## config.mk

```make
export PLATFORM = sky130hd
export DESIGN_NAME = ififo
export DESIGN_NICKNAME = d
export VERILOG_FILES = /design/src/rtl/ififo.sv
export SDC_FILE = /design/constraint.sdc
export NUM_CORES = 1
export LEC_CHECK = 0
export ABC_CLOCK_PERIOD_IN_PS = 2640
export CORE_ASPECT_RATIO = 0.8
export CORE_MARGIN = 5
export CORE_UTILIZATION = 47
export DETAILED_ROUTE_END_ITERATION = 10
export PLACE_DENSITY = 0.75
export SYNTH_ARGS = -nofsm -noshare
export SYNTH_HDL_FRONTEND = slang
export SYNTH_SLANG_ARGS = --single-unit
```

## constraint.sdc

```tcl
create_clock -name clk -period 2.64 [get_ports clk]
set_input_delay 0.264 -clock clk [delete_from_list [all_inputs] [get_ports clk]]
set_output_delay 0.264 -clock clk [all_outputs]
set_load 0.02 [all_outputs]
```

## src/rtl/ififo.sv

```systemverilog
// Input-side elastic FIFO: SLOTS-entry circular buffer feeding a registered output stage.
// Optional build macro IFIFO_OCCUPANCY_EN adds an occupancy output (count + out_valid).
module ififo #(
    parameter int SLOTS      = 2,
    parameter int DATA_WIDTH = 32
) (
    input  logic                  clk,
    input  logic                  rst,
    input  logic [DATA_WIDTH-1:0] ins,
    input  logic                  ins_valid,
    output logic                  ins_ready,
    output logic [DATA_WIDTH-1:0] outs,
    output logic                  outs_valid,
    input  logic                  outs_ready
`ifdef IFIFO_OCCUPANCY_EN
    ,
    output logic [$clog2(SLOTS+2)-1:0] occupancy
`endif
);

    localparam int PTR_W = (SLOTS > 1) ? $clog2(SLOTS) : 1;
    localparam int CNT_W = $clog2(SLOTS + 1);
    localparam logic [PTR_W-1:0] LAST_PTR = PTR_W'(SLOTS - 1);
    localparam logic [CNT_W-1:0] FULL_CNT = CNT_W'(SLOTS);

    logic [DATA_WIDTH-1:0] mem [SLOTS];
    logic [PTR_W-1:0]      head;
    logic [PTR_W-1:0]      tail;
    logic [CNT_W-1:0]      count;
    logic                  out_valid;
    logic [DATA_WIDTH-1:0] out_data;

    logic in_xfer;
    logic out_load;
    logic pop;
    logic bypass;
    logic push;

    // Pointers wrap by explicit compare so SLOTS need not be a power of two.
    function automatic logic [PTR_W-1:0] next_ptr(input logic [PTR_W-1:0] p);
        return (p == LAST_PTR) ? '0 : p + 1'b1;
    endfunction

    // Ready is derived from stored occupancy only, keeping the ready path cut.
    assign ins_ready = (count != FULL_CNT);
    assign in_xfer   = ins_valid & ins_ready;
    assign out_load  = ~out_valid | outs_ready;
    assign pop       = out_load & (count != '0);
    assign bypass    = out_load & (count == '0) & in_xfer;
    assign push      = in_xfer & ~bypass;

    always_ff @(posedge clk or negedge rst) begin
        if (!rst) begin
            head      <= '0;
            tail      <= '0;
            count     <= '0;
            out_valid <= 1'b0;
            out_data  <= '0;
        end else begin
            if (pop) begin
                head <= next_ptr(head);
            end
            if (push) begin
                tail <= next_ptr(tail);
            end
            if (push && !pop) begin
                count <= count + 1'b1;
            end else if (pop && !push) begin
                count <= count - 1'b1;
            end
            // Older stored tokens always win the output register; bypass only when storage is empty.
            if (out_load) begin
                if (pop) begin
                    out_data  <= mem[head];
                    out_valid <= 1'b1;
                end else if (in_xfer) begin
                    out_data  <= ins;
                    out_valid <= 1'b1;
                end else begin
                    out_valid <= 1'b0;
                end
            end
        end
    end

    always_ff @(posedge clk) begin
        if (push) begin
            mem[tail] <= ins;
        end
    end

    assign outs       = out_data;
    assign outs_valid = out_valid;

`ifdef IFIFO_OCCUPANCY_EN
    localparam int OCC_W = $clog2(SLOTS + 2);
    assign occupancy = OCC_W'(count) + OCC_W'(out_valid);
`endif

endmodule
```

==> results of run 1 <==
==> critical path, delay by kind of cell, from the launching register on <==
kind          cells  cell delay, ns
flops             1            0.52
simple gates      1            0.26
buf+inv           1            0.54
==> worst paths after layout <==
path                                            from                    to  slack (ns)  cells after the start
worst min-delay path                             rst  outs[25]$_DFFE_PN0P_        0.41                      2
worst max-delay path            count[1]$_DFFE_PN0P_             ins_ready        0.71                      2
min in group clk                outs[31]$_DFFE_PN0P_  outs[31]$_DFFE_PN0P_        0.52                      1
worst max register to register  count[1]$_DFFE_PN0P_  mem[0][28]$_DFFE_PP_        0.82                      5
max in group asynchronous                        rst  outs[12]$_DFFE_PN0P_        1.60                      3
worst min register to register  outs[31]$_DFFE_PN0P_  outs[31]$_DFFE_PN0P_        0.52                      1
==> stage by stage <==
stage | cell area [um^2] | hold slack [ns] | total power [mW]
2_1_floorplan | 3930 | -0.0316 | 3.77
3_3_place_gp | 4750 | 0.266 | 4.62
3_5_place_dp | 4750 | 0.266 | 4.67
4_1_cts | 4970 | 0.409 | 5.67
5_1_grt | 4970 | 0.450 | 5.93
6_report | 4970 | 0.411 | 5.59
==> layout make-up <==
cell class / instances / area, um^2
multi-input cells: 114 / 968
well taps: 108 / 135
inverters: 5 / 18.8
repair buffers: 81 / 791
clock inverters: 6 / 68.8
flip-flops and latches: 101 / 2850
clock buffers: 10 / 138
fillers: 615 / 3050
==> kinds of logic (layout without fill, tap and decap cells) <==
| family | Yosys count | in the layout | synth area share (%) |
|---|---|---|---|
| compound gates | 34 | 34 | 8.61 |
| xor+xnor | 5 | 5 | 1.12 |
| fa+ha+maj | 1 | 1 | 0.319 |
| buf+inv | 24 | 102 | 3.44 |
| flops | 101 | 101 | 72.6 |
| mux | 32 | 32 | 8.16 |
| simple gates | 42 | 42 | 5.80 |
==> report_power, final <==
part | leakage [nW] | switching [mW] | internal, mW
sequential | 1.03 | 0.276 | 2.20
combinational | 0.747 | 1.09 | 1.04
clock | 0.103 | 0.516 | 0.471
==> synthesized netlist by cell type <==
master	count	area [um^2]
nor2_4	1	11.3
nor3b_1	1	7.51
inv_1	5	18.8
dfrtp_1	37	926
buf_2	12	60.1
nand2b_1	1	6.26
clkbuf_1	3	11.3
nor2_1	4	15.0
buf_6	4	45.0
a222oi_1	1	10.0
nor3_1	31	155
a221o_1	31	310
ha_1	1	12.5
o31ai_2	1	12.5
xor2_1	2	17.5
nor2b_1	1	6.26
mux2i_1	32	320
and3_4	1	11.3
or2b_1	1	7.51
xnor2_1	3	26.3
o21ai_0	1	5.00
nand3b_1	1	7.51
edfxtp_1	64	1920
==> metal layers <==
layer	part of all wire, %	vias to the layer above
li1	-	1089
met1	46	1102
met2	47	72
met3	5.6	10
met4	1.1	0
met5	0	-
==> state kept, by name (all words and copies together), names as in the netlist <==
name and flops:
count 2, head 1, mem 64, outs 32
outs_valid 1, tail 1
==> cells in the final DEF, fill, tap and decap left out, types with 2 or more instances in the layout <==
cell type and count:
edfxtp_1 64, nor2_1 2, inv_1 5, xor2_1 2, nor2_4 3, a221o_1 31, mux2i_1 32, dfrtp_1 36
inv_6 2, clkdlybuf4s50_1 68, clkbuf_8 10, xnor2_1 3, nor3_1 31, buf_4 10
==> results.ini, run 1 <==
[run]
drv_cap = 0

[grt]
grt_pass1_wl_um = 12800
overflow = 0
grt_max_degree = 33
gr-usage-met3_pct = 5.07
grt_use_met1_pct = 21.2
grt.busiest_layer = met2
gr-usage-met2_pct = 25.0
grtUsageTotal_pct = 15.8
grt_pass1_vias = 2491
antenna_found_initial = 0

[place]
pre_cts_ws_ns = 0.575
place_inst = 408
routabilityCongestion = 0.696
portBuffers = 69
detailed_place_hpwl_um = 5210

[critical_path]
path_max_fanout = 5
critical_path_required_ns = 2.38
critPathKind = flip-flop to primary output
setup.worst_path.start_class = flip-flop
arrival_ns = 1.67
slowest_delay_ns = 0.54
path_cells = or2b_1 -> clkdlybuf4s50_1
slowest_stage = clkdlybuf4s50_1
end_kind = primary output

[die]
start_util_pct = 48.9
io_pins = 70
core_um2 = 8020
die_area_um2 = 10300
placementRows = 29
die_h_um = 91.7
die-width_um = 112

[final_layout]
final_cells = 425
nNetsFinal = 349
num_antenna_cells = 0
area_growth_pct = 26.6
final_util_pct = 62.0
drive_above_1_share_pct = 11.0

[sta]
worst_slew_pin_slew_ns = 0.528
hold_viol_final = 0
finalSetupViolCount = 0
drv_slew = 0
fin_ws_ns = 0.707
post-route-min-period_ns = 1.93
timing.slew.headroom_pct = 64.8
max_freq_ghz = 0.517
fin_skew_ns = 0.0119
rsz0062_at_grt = false
finalCritPeriodShare_pct = 73.2
tns_ns = 0

[route]
ant_nets = 0
viasPerCell = 5.35
drc = 0
dr.pass1.iters = 4
wl_um = 7580
drt_iter0_markers = 123
routedWlPerCell_um = 17.8
vias = 2273

[cts]
clk_pin_slew_ns = 0.10
cts_hold_buf = 1
cts_buffers = 9
cts_setup_buffers = 0
ctsLongestPathBuffers = 2
cts_sinks = 101
clk_latency_ns = 0.36
cts_tree = done
cts.repair.resized = 0
clockRootBuffer = clkbuf_8
htreeDepth = 3

[logic_synthesis]
netlist_instances = 239
avgSynthCellArea_um2 = 16.4
yosys_register_bits = 101
ys_types = 23
syn-num-nets = 276
syn_area_um2 = 3930
ys_seq_area_share_pct = 72.6
yosysWarnings = 0

[power_and_ir_drop]
power.static_leakage_nw = 1.88
peakVddDrop_mv = 0.585
power_density_nw_per_um2 = 1130

[outcome]
status = complete, no violations

[worst_hold_path]
holdCritPathClass = input port to async pin

No activity file was read; power rests on OpenSTA's default activity.
==> run 2: changes to the inputs <==
Settings changed: ABC_CLOCK_PERIOD_IN_PS 2640 to 1600.
Clock period 2.64 ns to 1.6 ns, I/O delays scaled along.
==> results.ini, run 2 (synthesis results as in run 1) <==
[outcome]
status = complete, no violations

[cts]
clockRootBuffer = clkbuf_8
cts_sinks = 101
clk_latency_ns = 0.36
cts_buffers = 9
ctsLongestPathBuffers = 2
clk_pin_slew_ns = 0.10
cts_tree = done
htreeDepth = 3

[sta]
rsz0062_at_grt = false
max_freq_ghz = 0.656
post-route-min-period_ns = 1.53
hold_ws_ns = 0.287
finalCritPeriodShare_pct = 95.3
tns_ns = 0
drv_slew = 0
fin_skew_ns = 0.00972
hold_viol_final = 0
worst_slew_pin_slew_ns = 0.420
finalSetupViolCount = 0
timing.slew.headroom_pct = 72.0

[grt]
grt_pass1_vias = 2566
grtUsageTotal_pct = 16.2
grt_max_degree = 38
antenna_found_initial = 0
grt_pass1_wl_um = 13200
overflow = 0

[route]
routedWlPerCell_um = 18.2
drc = 0
wl_um = 7950
dr.pass1.iters = 4
viasPerCell = 5.50
vias = 2403
drt_iter0_markers = 184
ant_nets = 0

[place]
detailed_place_hpwl_um = 5200
portBuffers = 69
routabilityCongestion = 0.752
placed_cell_area_um2 = 4940

[die]
die_h_um = 91.7
core_um2 = 8020
die_area_um2 = 10300
placementRows = 29
die-width_um = 112
io_pins = 70
start_util_pct = 48.9

[critical_path]
crit_buf_inv = 1
arrival_ns = 1.37
critPathKind = flip-flop to primary output
path_max_fanout = 2
slowest_delay_ns = 0.62
end_kind = primary output
startpoint = outs[28]$_DFFE_PN0P_
r2r-start = count[1]$_DFFE_PN0P_
slowest_stage = clkdlybuf4s50_1
path_cells = clkdlybuf4s50_1
cp_top_family = buffers and inverters
setup.worst_path.start_class = flip-flop
critical_path_required_ns = 1.44

[final_layout]
drive_above_1_share_pct = 16.1
layout_common_cells = 67 x clkdlybuf4s50_1, 64 x edfxtp_1, 33 x dfrtp_1
largest_reg_flops = 64
final_area_um2 = 5170
nNetsFinal = 361
seqCellArea_um2 = 2850
area_growth_pct = 31.7
final_common_cell = clkdlybuf4s50_1
regMostFlops = mem
multi_input_area_um2 = 980
final_util_pct = 64.5
num-fill-cells = 589
num_antenna_cells = 0

[power_and_ir_drop]
power_density_nw_per_um2 = 1860
power.static_leakage_nw = 1.97
peakVddDrop_mv = 0.922

[worst_hold_path]
holdCritPathClass = input port to async pin

[run]
drv_cap = 0

[run 2: cell types whose count changed in the layout (fill, tap and decap cells not counted), sizes merged]
cell           delta
dlygate4sd2       +1
buf              +12
inv               +1
clkdlybuf4s50     -1
clkbuf            -1
[run 2: final cells by class]
| cell class | instances | share of cell area, % |
|---|---|---|
| clock inverters | 7 | 1.55 |
| clock buffers | 9 | 2.40 |
| well taps | 108 | 2.61 |
| flip-flops and latches | 101 | 55.2 |
| repair buffers | 93 | 18.9 |
| multi-input cells | 114 | 18.9 |
| inverters | 5 | 0.363 |
[run 2: power breakdown]
part	total, mW	switching (mW)	internal, mW
Clock	1.63	0.889	0.745
Combinational	3.95	1.97	1.98
Sequential	4.02	0.381	3.64
Total	9.60	3.24	6.36
[run 2: what timing repair did]
| action | 4_1_cts | 5_1_grt |
|---|---|---|
| endpoints found under the hold margin | 37 | 0 |
| setup buffers | 0 | 2 |
| resized for setup | 2 | 1 |
| hold buffers | 1 | 0 |
| endpoints found under the setup margin | 1 | 2 |
[run 2: worst paths after layout]
| check | to | slack [ns] | cells past startpoint |
|---|---|---|---|
| setup / recovery | outs[28] | 0.07 | 1 |
| hold / removal | outs[20]$_DFFE_PN0P_ | 0.29 | 3 |
| setup reg to reg | mem[1][4]$_DFFE_PP_ | 0.09 | 5 |
| hold reg to reg | outs[20]$_DFFE_PN0P_ | 0.52 | 1 |
| max in group asynchronous | head$_DFFE_PN0N_ | 1.10 | 3 |
| min in group clk | outs[15]$_DFFE_PN0P_ | 0.41 | 3 |
[run 2: metal layers]
layer	vias to the layer above	share of wire (%)	track usage, %
met4	0	0	3.40
met2	82	48	25.5
met5	-	0	0
li1	1111	-	-
met1	1210	46	22.1
met3	0	6.6	5.59
[run 2: through the flow]
stage | worst slack [ns] | std cells | total power, mW
2_1_floorplan | -0.0774 | 239 | 6.25
4_1_cts | 0.0177 | 435 | 9.65
6_report | 0.0749 | 437 | 9.60
3_3_place_gp | -0.121 | 418 | 7.92
5_1_grt | 0.00543 | 437 | 10.1
3_5_place_dp | -0.164 | 418 | 8.00
==> run 3: changes to the inputs <==
Settings changed: GPL_ROUTABILITY_DRIVEN set to 0.
==> results of run 3 <==
Same layout as run 2: the final DEF is identical, and so are final timing and power.
